[src/rtl/addsub_arbiter.sv]
// addsub_arbiter: two requesters share one add/subtract datapath.
// Round-robin grant, operand capture at grant, registered result with carry
// and signed-overflow flags, returned through a one-cycle done pulse.
// Optional build macro: ADDSUB_SAT_EN saturates s on signed overflow.
module addsub_arbiter #(
  parameter int n = 4
) (
  input  logic         clk,
  input  logic         reset,
  input  logic         req0,
  input  logic         op0,
  input  logic [n-1:0] x0,
  input  logic [n-1:0] y0,
  input  logic         req1,
  input  logic         op1,
  input  logic [n-1:0] x1,
  input  logic [n-1:0] y1,
  output logic [n-1:0] s,
  output logic         c_out,
  output logic         ovf,
  output logic         done0,
  output logic         done1,
  output logic         busy
);

  typedef enum logic [1:0] {IDLE, EXEC, DONE} state_t;

  state_t       state_q, state_d;
  logic         ptr_q, ptr_d;
  logic         owner_q, owner_d;
  logic [n-1:0] x_q, x_d;
  logic [n-1:0] y_q, y_d;
  logic         op_q, op_d;
  logic [n-1:0] s_q, s_d;
  logic         c_out_q, c_out_d;
  logic         ovf_q, ovf_d;
  logic         done0_q, done0_d;
  logic         done1_q, done1_d;

  // adder_subtractor datapath: subtract is x + ~y + 1 (add_n = op_q)
  logic [n-1:0] y_eff;
  logic [n:0]   sum;
  logic [n-1:0] as_s;
  logic         as_c_out;
  logic         as_ovf;
  logic [n-1:0] s_res;
  logic         grant1;

  // Combinational add/subtract with carry-out and signed overflow
  always_comb begin
    y_eff    = op_q ? ~y_q : y_q;
    sum      = {1'b0, x_q} + {1'b0, y_eff} + {{n{1'b0}}, op_q};
    as_s     = sum[n-1:0];
    as_c_out = sum[n];
    as_ovf   = (x_q[n-1] == y_eff[n-1]) && (as_s[n-1] != x_q[n-1]);
  end

  // Result shaping: raw wrapped sum, or clamp toward the sign of x on overflow
  always_comb begin
`ifdef ADDSUB_SAT_EN
    if (as_ovf) begin
      s_res = x_q[n-1] ? {1'b1, {(n-1){1'b0}}} : {1'b0, {(n-1){1'b1}}};
    end else begin
      s_res = as_s;
    end
`else
    s_res = as_s;
`endif
  end

  // Next-state: grant in IDLE, capture in EXEC, pulse done and rotate in DONE
  always_comb begin
    state_d = state_q;
    ptr_d   = ptr_q;
    owner_d = owner_q;
    x_d     = x_q;
    y_d     = y_q;
    op_d    = op_q;
    s_d     = s_q;
    c_out_d = c_out_q;
    ovf_d   = ovf_q;
    done0_d = 1'b0;
    done1_d = 1'b0;
    grant1  = 1'b0;
    case (state_q)
      IDLE: begin
        if (req0 || req1) begin
          // requester 1 wins if alone, or if both ask and the pointer favours it
          grant1  = req1 && (!req0 || ptr_q);
          owner_d = grant1;
          x_d     = grant1 ? x1 : x0;
          y_d     = grant1 ? y1 : y0;
          op_d    = grant1 ? op1 : op0;
          state_d = EXEC;
        end
      end
      EXEC: begin
        s_d     = s_res;
        c_out_d = as_c_out;
        ovf_d   = as_ovf;
        done0_d = !owner_q;
        done1_d = owner_q;
        state_d = DONE;
      end
      DONE: begin
        ptr_d   = !owner_q;
        state_d = IDLE;
      end
      default: state_d = IDLE;
    endcase
  end

  // State and output registers; reset drops any in-flight operation
  always_ff @(posedge clk) begin
    if (reset) begin
      state_q <= IDLE;
      ptr_q   <= 1'b0;
      owner_q <= 1'b0;
      x_q     <= '0;
      y_q     <= '0;
      op_q    <= 1'b0;
      s_q     <= '0;
      c_out_q <= 1'b0;
      ovf_q   <= 1'b0;
      done0_q <= 1'b0;
      done1_q <= 1'b0;
    end else begin
      state_q <= state_d;
      ptr_q   <= ptr_d;
      owner_q <= owner_d;
      x_q     <= x_d;
      y_q     <= y_d;
      op_q    <= op_d;
      s_q     <= s_d;
      c_out_q <= c_out_d;
      ovf_q   <= ovf_d;
      done0_q <= done0_d;
      done1_q <= done1_d;
    end
  end

  assign s     = s_q;
  assign c_out = c_out_q;
  assign ovf   = ovf_q;
  assign done0 = done0_q;
  assign done1 = done1_q;
  assign busy  = (state_q != IDLE);

endmodule

[config.mk]
export PLATFORM = sky130hd
export DESIGN_NAME = addsub_arbiter
export DESIGN_NICKNAME = d
export VERILOG_FILES = /design/src/rtl/addsub_arbiter.sv
export SDC_FILE = /design/constraint.sdc
export NUM_CORES = 1
export LEC_CHECK = 0
export CAP_MARGIN = 20
export CELL_PAD_IN_SITES_DETAIL_PLACEMENT = 1
export CELL_PAD_IN_SITES_GLOBAL_PLACEMENT = 2
export CORE_UTILIZATION = 30
export CTS_BUF_LIST = sky130_fd_sc_hd__clkbuf_8
export CTS_CLUSTER_DIAMETER = 150
export DETAILED_ROUTE_END_ITERATION = 7
export PLACE_DENSITY = 0.95
export SYNTH_ARGS = -nofsm -noshare
export SYNTH_HDL_FRONTEND = slang
export SYNTH_SLANG_ARGS = --single-unit
export TNS_END_PERCENT = 100
[constraint.sdc]
create_clock -name clk -period 4.2 [get_ports clk]
set_input_delay 0.42 -clock clk [delete_from_list [all_inputs] [get_ports clk]]
set_output_delay 0.42 -clock clk [all_outputs]
set_load 0.02 [all_outputs]
==> metrics, run 1 <==
Synth warnings=0; Max VDD drop=roughly 0.11 mV; core area=3128 um^2; Combinational Power Share=slightly above 30%; die height=between 60 and 70 um; final WL=around 2.3 mm; Die Area=3623 um^2; PortBufs=30; Slew HR=between 40% and 50%; clk_lat worst skew=0.27 ns; Tightest Pin Transition=approximately 0.75 ns; Clk pin slew, worst setup/hold paths=0.07 ns; overall routing resource usage=14.68%; Max Freq=slightly below 500 MHz; Clk network pwr share=25.7%; final count of negative-setup-slack endpoints=0; asr flop ratio synth=0%; Crit Path Class=reg2out; Final GP Congestion=about 0.71; die width=60.20 um; nets=~160; fin. max-slew vios=0; Final Hold Vio Count=0; Ant. Diodes=0; Setup TNS Final=0 ns; CP startpoint kind=flip-flop; status=finished, final reports clean; Seq/Total Area, Yosys=just over 40%; Worst setup EP type=output pin; synth unique cells=31; setup bufs post-CTS=0; top cell type's share of synthesized area=roughly two fifths; Avg Inst Size Synth=9.961 um^2; Yosys top cell by area=dfxtp_1; fillers=365; Cells after Synth=a little over 100; initial core utilization=32.48%; via count=just over 800; internal power=between 0.0003 and 0.0004 W; #FFs+latches synth=21; switching power=between 0.00015 and 0.0002 W; num rows=20; synthesized area=~1000 um^2; Switching Share=slightly above 30%; GR peak layer=met2; area of the multi-input gates=548.0 um^2; P&R area growth vs syn=36.70%; power density over cell area=381.9 nW/um^2; Post-synth top flop=dfxtp_1; first-pass GRT wire length=around 3.9 mm; pre-CTS setup slack=roughly 1.8 ns; Critical Path RT=around 3.8 ns; M2 GR Usage=about 25%; RSZ-0062 raised after global routing=false; TritonRoute pass-1 iters=4; DRC viols=0; syn_nets=roughly 130; initial antenna violation count=0; FF/Latch Area=420.4 um^2; Seq pwr share=around 44%; max cap viols=0; routed len/inst=approximately 13 um; setup ws final=approximately 2.2 ns; Overflow after GRT=0; vias per inst=approximately 4.7; vias in the first global route=864; Post-synth top cells=dfxtp_1 (21), nor2_1 (14), mux2i_1 (11); EDFF count, synth=0; P_leak=about 0.60 nW; Hold Path Class=reg2reg; I/O pin count=31; clock period minus worst slack=2.037 ns; Worst EP arrival=roughly 1.6 ns; cts hold-fix bufs=0; Critical Path Fanout Max=4; largest net degree at the start of global routing=20; Clock Tree Buf Depth=2; Iter 0 DRT Violations=4; Area contributors post-synth=dfxtp_1 (41%), mux2i_1 (11%), a211oi_1 (7.4%); layout cell share with drive strength beyond 1=under 10%; fin crit share=about half; clk sinks=21; met1 Use GR=17.65%; Routed Antenna Nets=0; maximum level of the CTS H-tree=1; CTS tree=yes; cell with the most instances after synthesis=dfxtp_1; GR Util met3=1.299%; Root Buffer=clkbuf_8; CTS buffer count=3; post_cts resized=0; clk_skew=just under 0.007 ns; post-DP HPWL=roughly 1.7 mm
[sequential cells by signal (all words and copies together), names as in the netlist]
name and flops:
owner_q 1, y_q 4, s 4, c_out 1, x_q 4, state_q 2
done0 1, ovf 1, done1 1, ptr_q 1, op_q 1
[stage by stage]
| step | area (um^2) | std cells | utilization, % | hold slack, ns | power [W] |
|---|---|---|---|---|---|
| detailed placement | 1335 | 170 | 42.68 | 0.4172 | 0.0003979 |
| global route | 1389 | 175 | 44.40 | 0.4488 | 0.0005595 |
| global placement | 1335 | 170 | 42.68 | 0.4135 | 0.0003904 |
| CTS | 1381 | 174 | 44.16 | 0.4287 | 0.0005354 |
| finish | 1389 | 175 | 44.40 | 0.4266 | 0.0005304 |
| floorplan | 1016 | 102 | - | 0.4013 | 0.0003453 |
[layer usage]
layer	up-vias	share of wire (%)
met5	-	0
met4	0	2.9
met3	5	3.6
met2	25	49
met1	386	44
li1	414	-
[logic make-up (layout without fill, tap and decap cells)]
family,count (synthesis),in the layout,synth area share [%]
AO/OA/AOI/OAI,21,21,16.26
XOR/XNOR,6,6,5.173
adder cells (fa/ha/maj),4,4,5.665
buffers and inverters,9,38,4.679
flip-flops,21,21,41.38
multiplexers,12,12,12.32
AND/OR/NAND/NOR,29,29,14.53
[cell usage in the layout (no fill, tap or decap), drive strengths merged]
cell type	instances
mux2i	11
a211oi	11
xor2	3
nor3	4
nand3	1
clkinv	1
nor2b	1
dfxtp	21
nand2b	1
or2	1
fa	1
ha	3
buf	1
or2b	1
and2	1
o22ai	1
inv	3
nand2	3
nor2	15
and3	1
o21ai	2
a21oi	3
clkbuf	3
a21o	2
xnor2	3
clkdlybuf4s50	30
a32o	1
mux2	1
a31oi	1
[critical path, stage by stage, from the launching register on]
cell             delay [ns]
dfxtp_1                0.39
or2_1                  0.30
clkdlybuf4s50_1        0.67
[final timing paths]
kind	start	end	slack, ns	cells past startpoint
worst min register to register	owner_q	done0	0.43	1
worst max register to register	y_q[0]	c_out	2.43	5
worst min-delay path	owner_q	done0	0.43	1
worst max-delay path	state_q[1]	busy	2.16	2
[final cells by class]
class | instances | area share (%)
inverter | 3 | 0.8108
timing repair buffer | 31 | 22.16
sequential | 21 | 30.27
multi-input combinational | 72 | 39.46
clock buffer | 3 | 2.973
tap | 44 | 3.964
clock inverter | 1 | 0.3604
[power groups by stage]
stage	registers, W	clock network, W	logic, W
floorplan	0.000245	0	0.000101
global placement	0.000237	0	0.000153
detailed placement	0.000238	0	0.000160
CTS	0.000234	0.000140	0.000162
global route	0.000236	0.000147	0.000176
finish	0.000234	0.000136	0.000160
No activity file was read; power rests on OpenSTA's default activity.
==> inputs of run 2 (changes only) <==
--- a/config.mk
+++ b/config.mk
@@ -8,11 +8,11 @@
 export CAP_MARGIN = 20
 export CELL_PAD_IN_SITES_DETAIL_PLACEMENT = 1
 export CELL_PAD_IN_SITES_GLOBAL_PLACEMENT = 2
-export CORE_UTILIZATION = 30
+export CORE_UTILIZATION = 26
 export CTS_BUF_LIST = sky130_fd_sc_hd__clkbuf_8
 export CTS_CLUSTER_DIAMETER = 150
 export DETAILED_ROUTE_END_ITERATION = 7
-export PLACE_DENSITY = 0.95
+export PLACE_DENSITY = 0.88
 export SYNTH_ARGS = -nofsm -noshare
 export SYNTH_HDL_FRONTEND = slang
 export SYNTH_SLANG_ARGS = --single-unit
==> constraint.sdc (replaced) <==
create_clock -name clk -period 1.65 [get_ports clk]
set_input_delay 0.165 -clock clk [delete_from_list [all_inputs] [get_ports clk]]
set_output_delay 0.165 -clock clk [all_outputs]
set_load 0.02 [all_outputs]
==> run 2 against run 1 <==
Flip-flop and latch count unchanged. Via count decreased by 1.9%. Wire length decreased by 5.9%. Critical path type is now reg2reg. Clock power increased by 140%. Worst setup slack got worse by 2.1 ns. Sequential power increased to 2.6 times the previous value. Register-to-register slack got worse by 2.4 ns. Global-route usage decreased by 3.5 points. Critical endpoint is now c_out. Worst hold slack improved by 0.00056 ns. Utilization decreased by 5.4 points. Critical path depth increased by 3.
==> metrics, run 2 (same netlist as run 1, synthesis figures left out) <==
I/O pin count=31 (unchanged); Tightest Pin Transition=0.4799 ns (was 0.7529 ns); Worst EP arrival=1.73 ns (was 1.62 ns); met2 routed WL=1.081 mm (was 1.109 mm); commonest non-fill, non-tap cell in the layout=clkdlybuf4s50_1 (unchanged); Routed Antenna Nets=0 (unchanged); Ant. Diodes=0 (unchanged); num rows=22 (was 20); initial core utilization=27.34% (was 32.48%); P_leak=0.6423 nW (was 0.6016 nW); Crit Path Class=reg2reg (was reg2out); RSZ-0062 raised after global routing=true (was false); die height=64.51 um (was 60.20 um); clock period minus worst slack=roughly 1.6 ns; overall routing resource usage=11.21% (was 14.68%); Final Hold Vio Count=0 (unchanged); met1 wire length=942 um (was 1.001 mm); Critical Path Fanout Max=2 (was 4); Root Buffer=clkbuf_8 (unchanged); Max VDD drop=0.3715 mV (was 0.1127 mV); cts hold-fix bufs=0 (unchanged); vias in the first global route=820 (was 864); CP Buf/Inv Count=0 (was 1); critical-path cell list=mux2_4, fa_1, a21o_1, a21oi_1, a21oi_1 (was or2_1, clkdlybuf4s50_1); DRC viols=0 (unchanged); status=finished, final reports clean (unchanged); Die Area=4162 um^2 (was 3623 um^2); first-pass GRT wire length=3.581 mm (was 3.870 mm); via count=814 (was 830); post-DP HPWL=1.779 mm (was 1.663 mm); clk_lat worst skew=0.25 ns (was 0.27 ns); final count of negative-setup-slack endpoints=0 (unchanged); Final GP Congestion=0.7178 (was 0.7110); Clk pin slew, worst setup/hold paths=0.07 ns (about the same); fillers=439 (was 365); core area=3716 um^2 (was 3128 um^2); PortBufs=30 (unchanged); clk_skew=0.001325 ns (was 0.006961 ns); Hold Path Class=reg2reg (unchanged); Worst setup EP type=flip-flop (was output pin); Clock Tree Buf Depth=2 (unchanged); CTS tree=yes (unchanged); most frequent cells in the layout=clkdlybuf4s50_1 (29), dfxtp_1 (18), nor2_1 (14) (was clkdlybuf4s50_1 (30), dfxtp_1 (21), nor2_1 (14)); Final Cell Area=1449 um^2 (was 1389 um^2); CP startpoint kind=flip-flop (unchanged); pre-CTS setup slack=-0.01441 ns (was 1.777 ns); Worst path top cell family by delay=compound AO/OA/AOI/OAI gates (was buffers and inverters); fin. max-slew vios=0 (unchanged); routed len/inst=11.54 um (was 12.90 um); TritonRoute pass-1 iters=4 (unchanged); CTS buffer count=3 (unchanged); Overflow after GRT=0 (unchanged); power density over cell area=929.2 nW/um^2 (was 381.9 nW/um^2); setup ws final=0.04447 ns (was 2.163 ns); largest net degree at the start of global routing=20 (unchanged); final WL=2.124 mm (was 2.258 mm); Iter 0 DRT Violations=12 (was 4); nets=163 (was 158); initial antenna violation count=0 (unchanged); CP max-delay cell=fa_1 (was clkdlybuf4s50_1); layout cell share with drive strength beyond 1=13.24% (was 6.870%); most used cell, CP=a21oi_1; Placement Cell Area=1378 um^2 (was 1335 um^2); Setup TNS Final=0 ns (unchanged); clk sinks=21 (unchanged); Max Freq=~620 MHz; max cap viols=0 (unchanged); Slew HR=67.94% (was 49.65%); top sig layer=met4 (unchanged); vias per inst=4.424 (was 4.743); P&R area growth vs syn=42.61% (was 36.70%); die width=64.51 um (was 60.20 um); slowest stage delay, CP=0.41 ns (was 0.67 ns); fin crit share=a little over nine tenths; routed length on met3=93 um (was 81 um); maximum level of the CTS H-tree=1 (unchanged); Critical Path RT=1.78 ns (was 3.78 ns)
## run 2: metal layers
metal	track usage, %	vias up
met1	12.31	368
met5	0	-
li1	-	424
met4	5.000	0
met3	2.289	2
met2	20.53	20
## run 2: per-stage QoR
step	hold WS (ns)	utilization [%]	power (W)	instances
3_5_place_dp	0.4184	37.07	0.001032	179
4_1_cts	0.4299	38.38	0.001367	183
2_1_floorplan	0.3987	-	0.0008789	102
6_report	0.4271	38.99	0.001346	184
5_1_grt	0.4707	38.99	0.001439	184
3_3_place_gp	0.4061	37.07	0.001015	179
## run 2: area by class of cell
type	count	area [um^2]	area share, %
Inverter	3	11.26	0.7772
Tap cell	48	60.06	4.145
Sequential cell	21	426.7	29.45
Clock inverter	1	3.754	0.2591
Clock buffer	3	41.29	2.850
Multi-Input combinational cell	72	558.0	38.51
Timing Repair Buffer	36	347.8	24.01
## run 2: timing repair
item                       CTS  global route
setup endpoints to repair    3             4
buffers inserted             0             1
pin swaps                    0             2
gates resized for setup      2             5
## run 2: final timing paths
| check | startpoint | end | slack [ns] | cells after the start |
|---|---|---|---|---|
| worst min register to register | owner_q | done0 | 0.43 | 1 |
| worst max register to register | y_q[0] | c_out | 0.04 | 5 |
| worst min-delay path | owner_q | done0 | 0.43 | 1 |
| worst max-delay path | y_q[0] | c_out | 0.04 | 5 |
## run 2: where the power goes
| part | internal (W) | switching [W] |
|---|---|---|
| Sequential | 0.000560 | 0.0000380 |
| Combinational | 0.000227 | 0.000200 |
| Clock | 0.000165 | 0.000156 |
| Total | 0.000952 | 0.000394 |
==> patch 1: new RTL, flow settings as in run 1 <==
Change the parameter `n` from 4 to 6.
--- a/src/rtl/addsub_arbiter.sv
+++ b/src/rtl/addsub_arbiter.sv
@@ -5,3 +5,3 @@
 module addsub_arbiter #(
-  parameter int n = 4
+  parameter int n = 6
 ) (
Interface: changed (5 resized); port bits go from 31 to 41. No check against the original RTL was run, so the function may have changed too.
==> patch 1 against run 1 <==
  * Power is 33% higher
  * Setup slack worse by 0.20 ns
  * Synthesized area is 43% higher
  * Wire length is 48% higher
  * Sequential share of layout area is 2.2 points lower
  * Critical endpoint is now c_out$_SDFFE_PP0N_
  * Via count is 45% higher
  * Largest power group unchanged
  * Sequential cell count is 6 higher
  * Clock skew is 0.0025 ns lower
  * Design area is 39% higher
  * First-iteration DRC count grew to 11 times the old value
==> patch 1: results (changes against run 1) <==
outcome:
  status: "complete, no violations"
global_routing:
  grt_pass1_wl_um: 5490  # +42%
  grt_usage_pct: 13.9  # -0.73 points
  grt_util_met3_pct: 3.38  # +2.1 points
  grt_pass1_vias: 1204  # +39%
  met1_usage_pct: 16.1  # -1.6 points
place:
  place.gp.congestion: 0.766  # +7.7%
  dp_slack_ns: 1.93  # +0.148 ns
  placed_area_mm2: 0.00187  # +40%
  port_buffers: 40  # +33%
  dp_hpwl_um: 2620  # +57%
timing:
  max_slew_margin_pct: 53.9  # +4.2 points
  finClkSkew_ns: 0.00448  # -0.00248 ns
synth:
  synth_area_leaders: "dfxtp_1 37%, mux2i_1 10%, a211oi_2 7.7%, nor2_1 5.4%, ha_1 4.3%"
  syn_inst: 147  # +44%
  ys_top_cells_by_count: "27 x dfxtp_1, 21 x nor2_1, 15 x mux2i_1"
  synth_xor_area_share_pct: 5.42  # +0.25 points
  synth_mux_area_share_pct: 11.1  # -1.2 points
  ys_seq_area_share_pct: 37.2  # -4.2 points
  synth-compound-area-share_pct: 19.2  # +2.9 points
  synthDistinctLibCells: 34  # +9.7%
  synth_nets: 183  # +43%
finish:
  nNonClkBuffers: 41  # +32%
  seq_share_pct: 28.1  # -2.2 points
  stdcell_count: 236  # +35%
  fin_util_pct: 42.8  # -1.6 points
  seq_area_um2: 541  # +29%
  drive_gt1_share_pct: 10.9  # +4.0 points
  num-nets-final: 221  # +40%
  multi_input_gates: 108  # +50%
  multi_input_area_um2: 846  # +54%
  clk_share_pct: 2.34  # -1.0 points
  nFillCells: 513  # +41%
drt:
  drt_iter0_drc: 44  # +40
  drt-met1-wl_um: 1450  # +45%
  postRouteWirelength_um: 3340  # +48%
worst_setup_path:
  crit_family: "compound AO/OA/AOI/OAI gates"
  reg2reg_depth: 7  # +2
  crit_type: "reg -> reg"
  cp.arrival_ns: 2.36  # +0.74 ns
  worst_path_max_delay_cell: "fa_1"
power_and_ir_drop:
  share_seq_of_total_power_pct: 43.1  # -0.9 points
  p_seq_uw: 304  # +30%
  vdd_drop_max_mv: 0.216  # +91%
  p_leak_uw: 0.000812  # +35%
clock_tree:
  clkTransAtPathRegs_ns: 0.09  # +0.02 ns
## patch 1: cell types whose count changed after synthesis, sizes merged, moves of 3 or more
cell | before | now
o21ai | 2 | 7
nand3b | 0 | 4
nor2 | 15 | 22
a211oi | 11 | 15
mux2i | 11 | 15
dfxtp | 21 | 27
nand3 | 1 | 4
## patch 1: how the worst min path moves through the flow
| stage | end | from | cells past startpoint | slack (ns) |
|---|---|---|---|---|
| global route | done0$_SDFF_PP0_ | owner_q$_SDFFE_PP0P_ | 1 | 0.42 |
| global placement | done0$_SDFF_PP0_ | owner_q$_SDFFE_PP0P_ | 1 | 0.40 |
| finish | done0$_SDFF_PP0_ | owner_q$_SDFFE_PP0P_ | 1 | 0.42 |
| floorplan | done0$_SDFF_PP0_ | owner_q$_SDFFE_PP0P_ | 1 | 0.39 |
| detailed placement | done0$_SDFF_PP0_ | owner_q$_SDFFE_PP0P_ | 1 | 0.40 |
| CTS | done0$_SDFF_PP0_ | owner_q$_SDFFE_PP0P_ | 1 | 0.42 |
==> patch 2: new RTL, config.mk and constraints of run 1 <==
Without the edit above. Re-encode `state_t` (3 states) as one-hot, 3 bits wide.
--- a/src/rtl/addsub_arbiter.sv
+++ b/src/rtl/addsub_arbiter.sv
@@ -25,3 +25,3 @@
 
-  typedef enum logic [1:0] {IDLE, EXEC, DONE} state_t;
+  typedef enum logic [2:0] {IDLE = 3'b001, EXEC = 3'b010, DONE = 3'b100} state_t;
 
Check against the original RTL: same outputs for any inputs over 10 cycles, from zero or initial values and one cycle with reset high; not proved beyond that.
==> patch 2 against run 1 <==
  * Power grew 5.3%
  * Critical path type is now in -> reg
  * Sequential cell count grew 1
  * Setup slack lost 0.099 ns
  * Largest cell class unchanged
  * Design area grew 3.0%
  * Utilization shrank 1.9 points
  * Wire length grew 4.9%
  * Synthesized area grew 5.2%
==> patch 2: results (changes against run 1) <==
outcome:
  status: "complete, no violations"
worst_setup_path:
  crit_type: "in -> reg"
  timing.rr.end: "y_q[3]$_SDFFE_PP0P_"
  crit_family: "compound AO/OA/AOI/OAI gates"
  startpoint_type: "input port"
  cp_slowest_stage_delay_ns: 0.81  # +0.14 ns
  worstReg2RegStart: "ptr_q$_SDFFE_PP0N_"
place:
  placed_area_mm2: 0.00138  # +3.0%
  dp_slack_ns: 1.78  # +0.00144 ns
global_routing:
  grt_pass1_wl_um: 3910  # +0.90%
  grt_pass1_vias: 883  # +2.2%
  grt_usage_pct: 14.2  # -0.50 points
  grt_max_degree: 21  # +5.0%
timing:
  finClkSkew_ns: 0.00393  # -0.00303 ns
  max_slew_margin_pct: 29.8  # -20 points
  min_period_ns: 2.14  # +0.0991 ns
hold_path:
  hp-start: "s[2]$_SDFFE_PP0P_"
  holdPathStages: 2  # +1
drt:
  vias: 869  # +4.7%
  vias_per_cell: 4.72  # -0.42%
  drt-wirelength-per-cell_um: 12.9  # -0.26%
  dr.pass1.iters: 2  # -2
finish:
  nFillCells: 421  # +15%
  drive_gt1_share_pct: 5.80  # -1.1 points
power_and_ir_drop:
  vdd_drop_max_mv: 0.130  # +15%
  p_leak_uw: 0.000592  # -1.6%
synth:
  ys_seq_area_share_pct: 41.2  # -0.16 points
  synth_xor_area_share_pct: 4.92  # -0.25 points
  synth_nets: 137  # +7.0%
  synth_fa_ha_area_share_pct: 6.56  # +0.89 points
  synthDistinctLibCells: 30  # -3.2%
  synth_area_per_cell_um2: 9.71  # -2.5%
  synth_mux_area_share_pct: 11.2  # -1.1 points
## patch 2: changes by cell type in the layout (fill, tap and decap cells not counted), sizes merged, moves of 2 or more
cell | before | now
nor3b | 0 | 3
nor2 | 15 | 17
a21o | 2 | 0
inv | 3 | 6
o21a | 0 | 2
o21ai | 2 | 4
## patch 2: layout make-up
class	instances	area (um2)	share of cell area (%)
Inverter	6	22.5	1.57
Clock buffer	4	55.1	3.85
Multi-Input combinational cell	76	554	38.8
Tap cell	46	57.6	4.02
Sequential cell	22	440	30.8
Timing Repair Buffer	30	300	21.0
## patch 2: where the power goes
group	internal [uW]	leakage [uW]	switching, uW	total [uW]
Combinational	79.8	0.000383	77.2	157
Sequential	229	0.000180	19.4	248
Clock	83.6	0.0000288	69.3	153
Total	392	0.000592	166	558
## patch 2: routing by layer
metal	GRT usage [%]	vias to the layer above	share of wire (%)
met5	0	-	0
met4	6.67	0	1.6
li1	-	439	-
met2	26.0	24	52
met1	15.8	402	42
met3	2.52	4	4.5
